## src/rtl/array_copy_seq.sv

```systemverilog
// Sequenced ROWS x COLS array copy engine: src bank loaded via write port, copied to dst one element per cycle.
// Define ARRAY_COPY_VERIFY_EN to add a post-copy VERIFY walk and a sticky mismatch output.
module array_copy_seq #(
  parameter int ROWS = 2,
  parameter int COLS = 2,
  parameter int W    = 1,
  localparam int RB  = (ROWS > 1) ? $clog2(ROWS) : 1,
  localparam int CB  = (COLS > 1) ? $clog2(COLS) : 1
) (
  input  logic          clk,
  input  logic          rst,
  input  logic          wr_en,
  input  logic [RB-1:0] wr_row,
  input  logic [CB-1:0] wr_col,
  input  logic [W-1:0]  wr_data,
  input  logic          start,
  input  logic          rev,
  output logic          busy,
  output logic          done,
  input  logic [RB-1:0] rd_row,
  input  logic [CB-1:0] rd_col,
  output logic [W-1:0]  rd_data
`ifdef ARRAY_COPY_VERIFY_EN
  ,
  output logic          mismatch
`endif
);

`ifdef ARRAY_COPY_VERIFY_EN
  typedef enum logic [1:0] {IDLE, COPY, VERIFY, DONE} state_t;
`else
  typedef enum logic [1:0] {IDLE, COPY, DONE} state_t;
`endif

  // One extra bit so the bound itself is representable for power-of-2 sizes.
  localparam logic [RB:0] ROWS_N = (RB + 1)'(ROWS);
  localparam logic [CB:0] COLS_N = (CB + 1)'(COLS);

  logic [W-1:0]  src [ROWS][COLS];
  logic [W-1:0]  dst [ROWS][COLS];
  state_t        state_q;
  logic [RB-1:0] r;
  logic [CB-1:0] c;
  logic          rev_q;

  logic          last_elem;
  logic [CB-1:0] dst_col;
  logic          wr_ok;

  assign last_elem = (r == RB'(ROWS - 1)) && (c == CB'(COLS - 1));
  assign dst_col   = rev_q ? (CB'(COLS - 1) - c) : c;
  assign wr_ok     = wr_en && (state_q == IDLE) &&
                     ({1'b0, wr_row} < ROWS_N) && ({1'b0, wr_col} < COLS_N);

  always_comb begin
    rd_data = '0;
    if (({1'b0, rd_row} < ROWS_N) && ({1'b0, rd_col} < COLS_N))
      rd_data = dst[rd_row][rd_col];
  end

  always_ff @(posedge clk) begin
    if (rst) begin
      state_q <= IDLE;
      busy    <= 1'b0;
      done    <= 1'b0;
      r       <= '0;
      c       <= '0;
      rev_q   <= 1'b0;
`ifdef ARRAY_COPY_VERIFY_EN
      mismatch <= 1'b0;
`endif
      for (int i = 0; i < ROWS; i++) begin
        for (int j = 0; j < COLS; j++) begin
          src[i][j] <= '0;
          dst[i][j] <= '0;
        end
      end
    end else begin
      if (wr_ok)
        src[wr_row][wr_col] <= wr_data;

      case (state_q)
        IDLE: begin
          if (start) begin
            rev_q   <= rev;
            r       <= '0;
            c       <= '0;
            busy    <= 1'b1;
            state_q <= COPY;
`ifdef ARRAY_COPY_VERIFY_EN
            mismatch <= 1'b0;
`endif
          end
        end

        COPY: begin
          dst[r][dst_col] <= src[r][c];
          if (last_elem) begin
            r <= '0;
            c <= '0;
`ifdef ARRAY_COPY_VERIFY_EN
            state_q <= VERIFY;
`else
            busy    <= 1'b0;
            done    <= 1'b1;
            state_q <= DONE;
`endif
          end else if (c == CB'(COLS - 1)) begin
            c <= '0;
            r <= r + RB'(1);
          end else begin
            c <= c + CB'(1);
          end
        end

`ifdef ARRAY_COPY_VERIFY_EN
        VERIFY: begin
          if (dst[r][dst_col] != src[r][c])
            mismatch <= 1'b1;
          assert (dst[r][dst_col] == src[r][c])
            else $error("array_copy_seq: verify difference at row %0d col %0d", r, c);
          if (last_elem) begin
            r       <= '0;
            c       <= '0;
            busy    <= 1'b0;
            done    <= 1'b1;
            state_q <= DONE;
          end else if (c == CB'(COLS - 1)) begin
            c <= '0;
            r <= r + RB'(1);
          end else begin
            c <= c + CB'(1);
          end
        end
`endif

        DONE: begin
          done    <= 1'b0;
          state_q <= IDLE;
        end

        default: state_q <= IDLE;
      endcase
    end
  end

endmodule

```

## config.mk

```make
export PLATFORM = sky130hd
export DESIGN_NAME = array_copy_seq
export DESIGN_NICKNAME = d
export VERILOG_FILES = /design/src/rtl/array_copy_seq.sv
export SDC_FILE = /design/constraint.sdc
export NUM_CORES = 1
export LEC_CHECK = 0
export BUFFER_PORTS_ARGS = -buffer_cell sky130_fd_sc_hd__buf_2
export CAP_MARGIN = 5
export CORE_ASPECT_RATIO = 1.25
export CORE_UTILIZATION = 50
export CTS_CLUSTER_DIAMETER = 50
export CTS_CLUSTER_SIZE = 12
export DETAILED_ROUTE_END_ITERATION = 16
export HOLD_SLACK_MARGIN = 0.02
export PLACE_DENSITY_LB_ADDON = 0.12
export SLEW_MARGIN = 5
export SYNTH_ARGS = -nofsm -noshare
export SYNTH_HDL_FRONTEND = slang
export SYNTH_SLANG_ARGS = --single-unit
```

## constraint.sdc

```tcl
create_clock -name clk -period 1.9 [get_ports clk]
set_input_delay 0.38 -clock clk [delete_from_list [all_inputs] [get_ports clk]]
set_output_delay 0.38 -clock clk [all_outputs]
set_load 0.02 [all_outputs]
```

==> results.cfg <==
[place]
postPlaceCellArea_sq_um = 893
port-buffer-count = 12
dp_slack_ps = 406
gp_congestion = 0.679
hpwlAfterDp_microns = 1020

[sta]
min_period_over_period_pct = 88.0
max_slew.worst_pin.slew_ps = 464
setup_ws_ps = 229
grt_setup_unrepaired = false
min_period_ps = 1670
whs_ps = 332
setup_viol = 0
slew_headroom_pct = 69.1
clock.fmax_ghz = 0.598
hold_violations = 0
fin_setup_tns_ps = 0
skew_ps = 6.52
slew_violations = 0

[logic_synthesis]
ys_seq_area_share_pct = 47.0
syn_avg_cell_area_sq_um = 11.2
synthesis.area_sq_um = 852
synth_flop_cell = edfxtp_1
synthAdderAreaFrac_pct = 0
yosysUniqueCellTypes = 32
ys_async_sr_fraction_pct = 0
synth_edf_count = 8
synth_fp_nets = 86
muxShareOfSynthArea_pct = 7.64
yosys.area_share.simple_pct = 22.5
ys_warn_count = 0
synth_xor_area_share_pct = 2.06
synth-seq-cells = 16
synth_top_family_by_area = simple AND/OR/NAND/NOR gates
syn_inst = 76
synth-compound-area-share_pct = 14.7

[die]
coreArea_sq_um = 1580
start_util_pct = 53.9
rows = 16
die_w_microns = 38.9
ios = 13
chipHeight_microns = 48.2
dieArea_sq_um = 1870

[critical_path]
critical_path_class = reg -> out
cp.arrival_ps = 1290
endpoint_kind = output pin
startpoint = dst[1][0]$_DFFE_PP_
r2r_cells = 3
crit_fanout = 1
cp.required_ps = 1520
start_kind = flop
r2r_start = state_q[0]$_SDFFE_PP0P_
reg2reg_slack_ps = 510
reg2reg_to = dst[0][0]$_SDFFCE_PN0P_

[clocking]
cts_buffer_depth = 2
clock_latency_ps = 280
cts_tree = yes
numCtsBuffers = 3
ctsRootBufferMaster = clkbuf_4
cts_resized = 0
postCtsSetupBuffers = 0
clkSlewWorstSetupHoldPaths_ps = 80
postCtsHoldBufs = 0
clock-sinks = 16
cts_htree_levels = 1

[power_and_ir_drop]
pwr-share-seq_pct = 59.0
leakage_nw = 0.365
powerDensity_nw_per_um2 = 732
switching_share_pct = 24.7
pwr-share-comb_pct = 13.8
clkPwrFrac_pct = 27.2
ir_worst_vdd_mv = 0.399
p_int_mw = 0.507
switchingPower_mw = 0.166

[drt]
detail_route.wl_per_cell_microns = 13.0
vias = 579
dr.pass1.iters = 4
final_antenna_net_count = 0
drt_iter0_drc = 11
drc = 0
wl_microns = 1350
avgViaCountPerCell = 5.57

[run_status]
status = finished, final reports clean

[global_routing]
grt.total_usage_pct = 18.1
grt_pass1_wl_microns = 2230
grt_pass1_vias = 533
antenna_found_initial = 0
grt_max_degree = 19
grt_overflow = 0

[layout]
antenna_cells = 0
fill_cells = 144
nets = 97
stdcell_area_sq_um = 920
seq_area_sq_um = 400
drive_gt1_share_pct = 37.2
area_delta_synth_final_pct = 7.93
multi_input_area_sq_um = 399
final_util_pct = 58.1

[hold_path]
worstHoldStart = rev
holdPathStages = 3
hold_end = rev_q$_SDFFE_PP0P_
min_path_type = in -> reg

[job]
drv_cap = 0
## how the worst max path moves through the flow
stage          endpoint  cells after the start
2_1_floorplan   rd_data                      1
3_3_place_gp    rd_data                      3
3_5_place_dp    rd_data                      3
4_1_cts         rd_data                      2
5_1_grt         rd_data                      2
6_report        rd_data                      2
## power by group through the flow
| stage | clock network, mW | registers [mW] | logic, mW |
|---|---|---|---|
| floorplan | 0 | 0.395 | 0.0790 |
| global route | 0.206 | 0.400 | 0.103 |
| detailed placement | 0 | 0.405 | 0.0932 |
| global placement | 0 | 0.405 | 0.0908 |
| finish | 0.183 | 0.397 | 0.0930 |
| CTS | 0.193 | 0.397 | 0.0938 |
## cells in the final DEF (no fill, tap or decap)
cell,netlist,layout
nor2b_1,3,3
edfxtp_1,8,8
clkbuf_1,1,1
a211oi_1,1,1
a311oi_1,1,1
inv_1,3,3
mux2_2,2,2
o21bai_4,1,1
nor2_1,8,8
mux4_2,1,1
xor2_1,1,1
nand3_1,1,1
a21oi_1,1,1
dfxtp_1,8,8
a31oi_1,1,1
xnor2_1,1,1
nor3_2,3,3
clkbuf_4,0,3
nor3b_4,1,1
a222oi_1,1,1
nor3b_1,2,2
mux2i_1,2,2
nand3b_2,1,1
nand2_1,4,4
a22oi_2,1,1
and2b_2,2,2
buf_2,3,12
o21ai_0,1,1
nor3_1,1,1
nand2b_1,4,4
o21bai_1,1,1
a31o_2,5,5
## cells in the mapped netlist (all sizes together) (2+ instances only)
cell    n  area, sq um
and2b   2         17.5
mux2    2         22.5
nor3    4         35.0
inv     3         11.3
nor3b   3         33.8
mux2i   2         20.0
o21bai  2         26.3
nor2    8         30.0
buf     5         37.5
dfxtp   8          160
edfxtp  8          240
nand2b  4         25.0
nand2   4         15.0
a31o    5         43.8
nor2b   3         18.8
## kinds of logic (layout without fill, tap and decap cells)
group / Yosys count / in the layout
simple gates: 30 / 30
flops: 16 / 16
compound gates: 14 / 14
buf+inv: 9 / 19
mux: 5 / 5
xor+xnor: 2 / 2
## layout make-up
class | instances | area share [%]
Clock buffer | 4 | 2.86
Inverter | 3 | 1.22
Multi-Input combinational cell | 51 | 43.4
Sequential cell | 16 | 43.5
Tap cell | 18 | 2.45
Timing Repair Buffer | 12 | 6.53
## sequential cells by signal, summed over array words and instances (netlist names), named ones only
| name | count |
|---|---|
| r | 1 |
| c | 1 |
| dst | 4 |
| src | 4 |
| rev_q | 1 |
| busy | 1 |
| done | 1 |
| state_q | 2 |
## layer usage
layer	global-route usage (%)	wire, microns	vias to the layer above
met5	0	0	-
met4	12.4	14	0
met3	4.11	26	2
met2	31.0	747	8
met1	19.8	566	274
li1	-	-	295
## worst max-delay path, cell delays in order (launching register included)
cell	delay (ps)
edfxtp_1	380
mux4_2	460
buf_2	170
## stage by stage
stage | power (mW) | instances
final | 0.673 | 104
after floorplan | 0.474 | 76
after global routing | 0.709 | 104
after CTS | 0.684 | 104
after global placement | 0.495 | 100
after detailed placement | 0.499 | 100
Power figures use the tool's default switching activity.
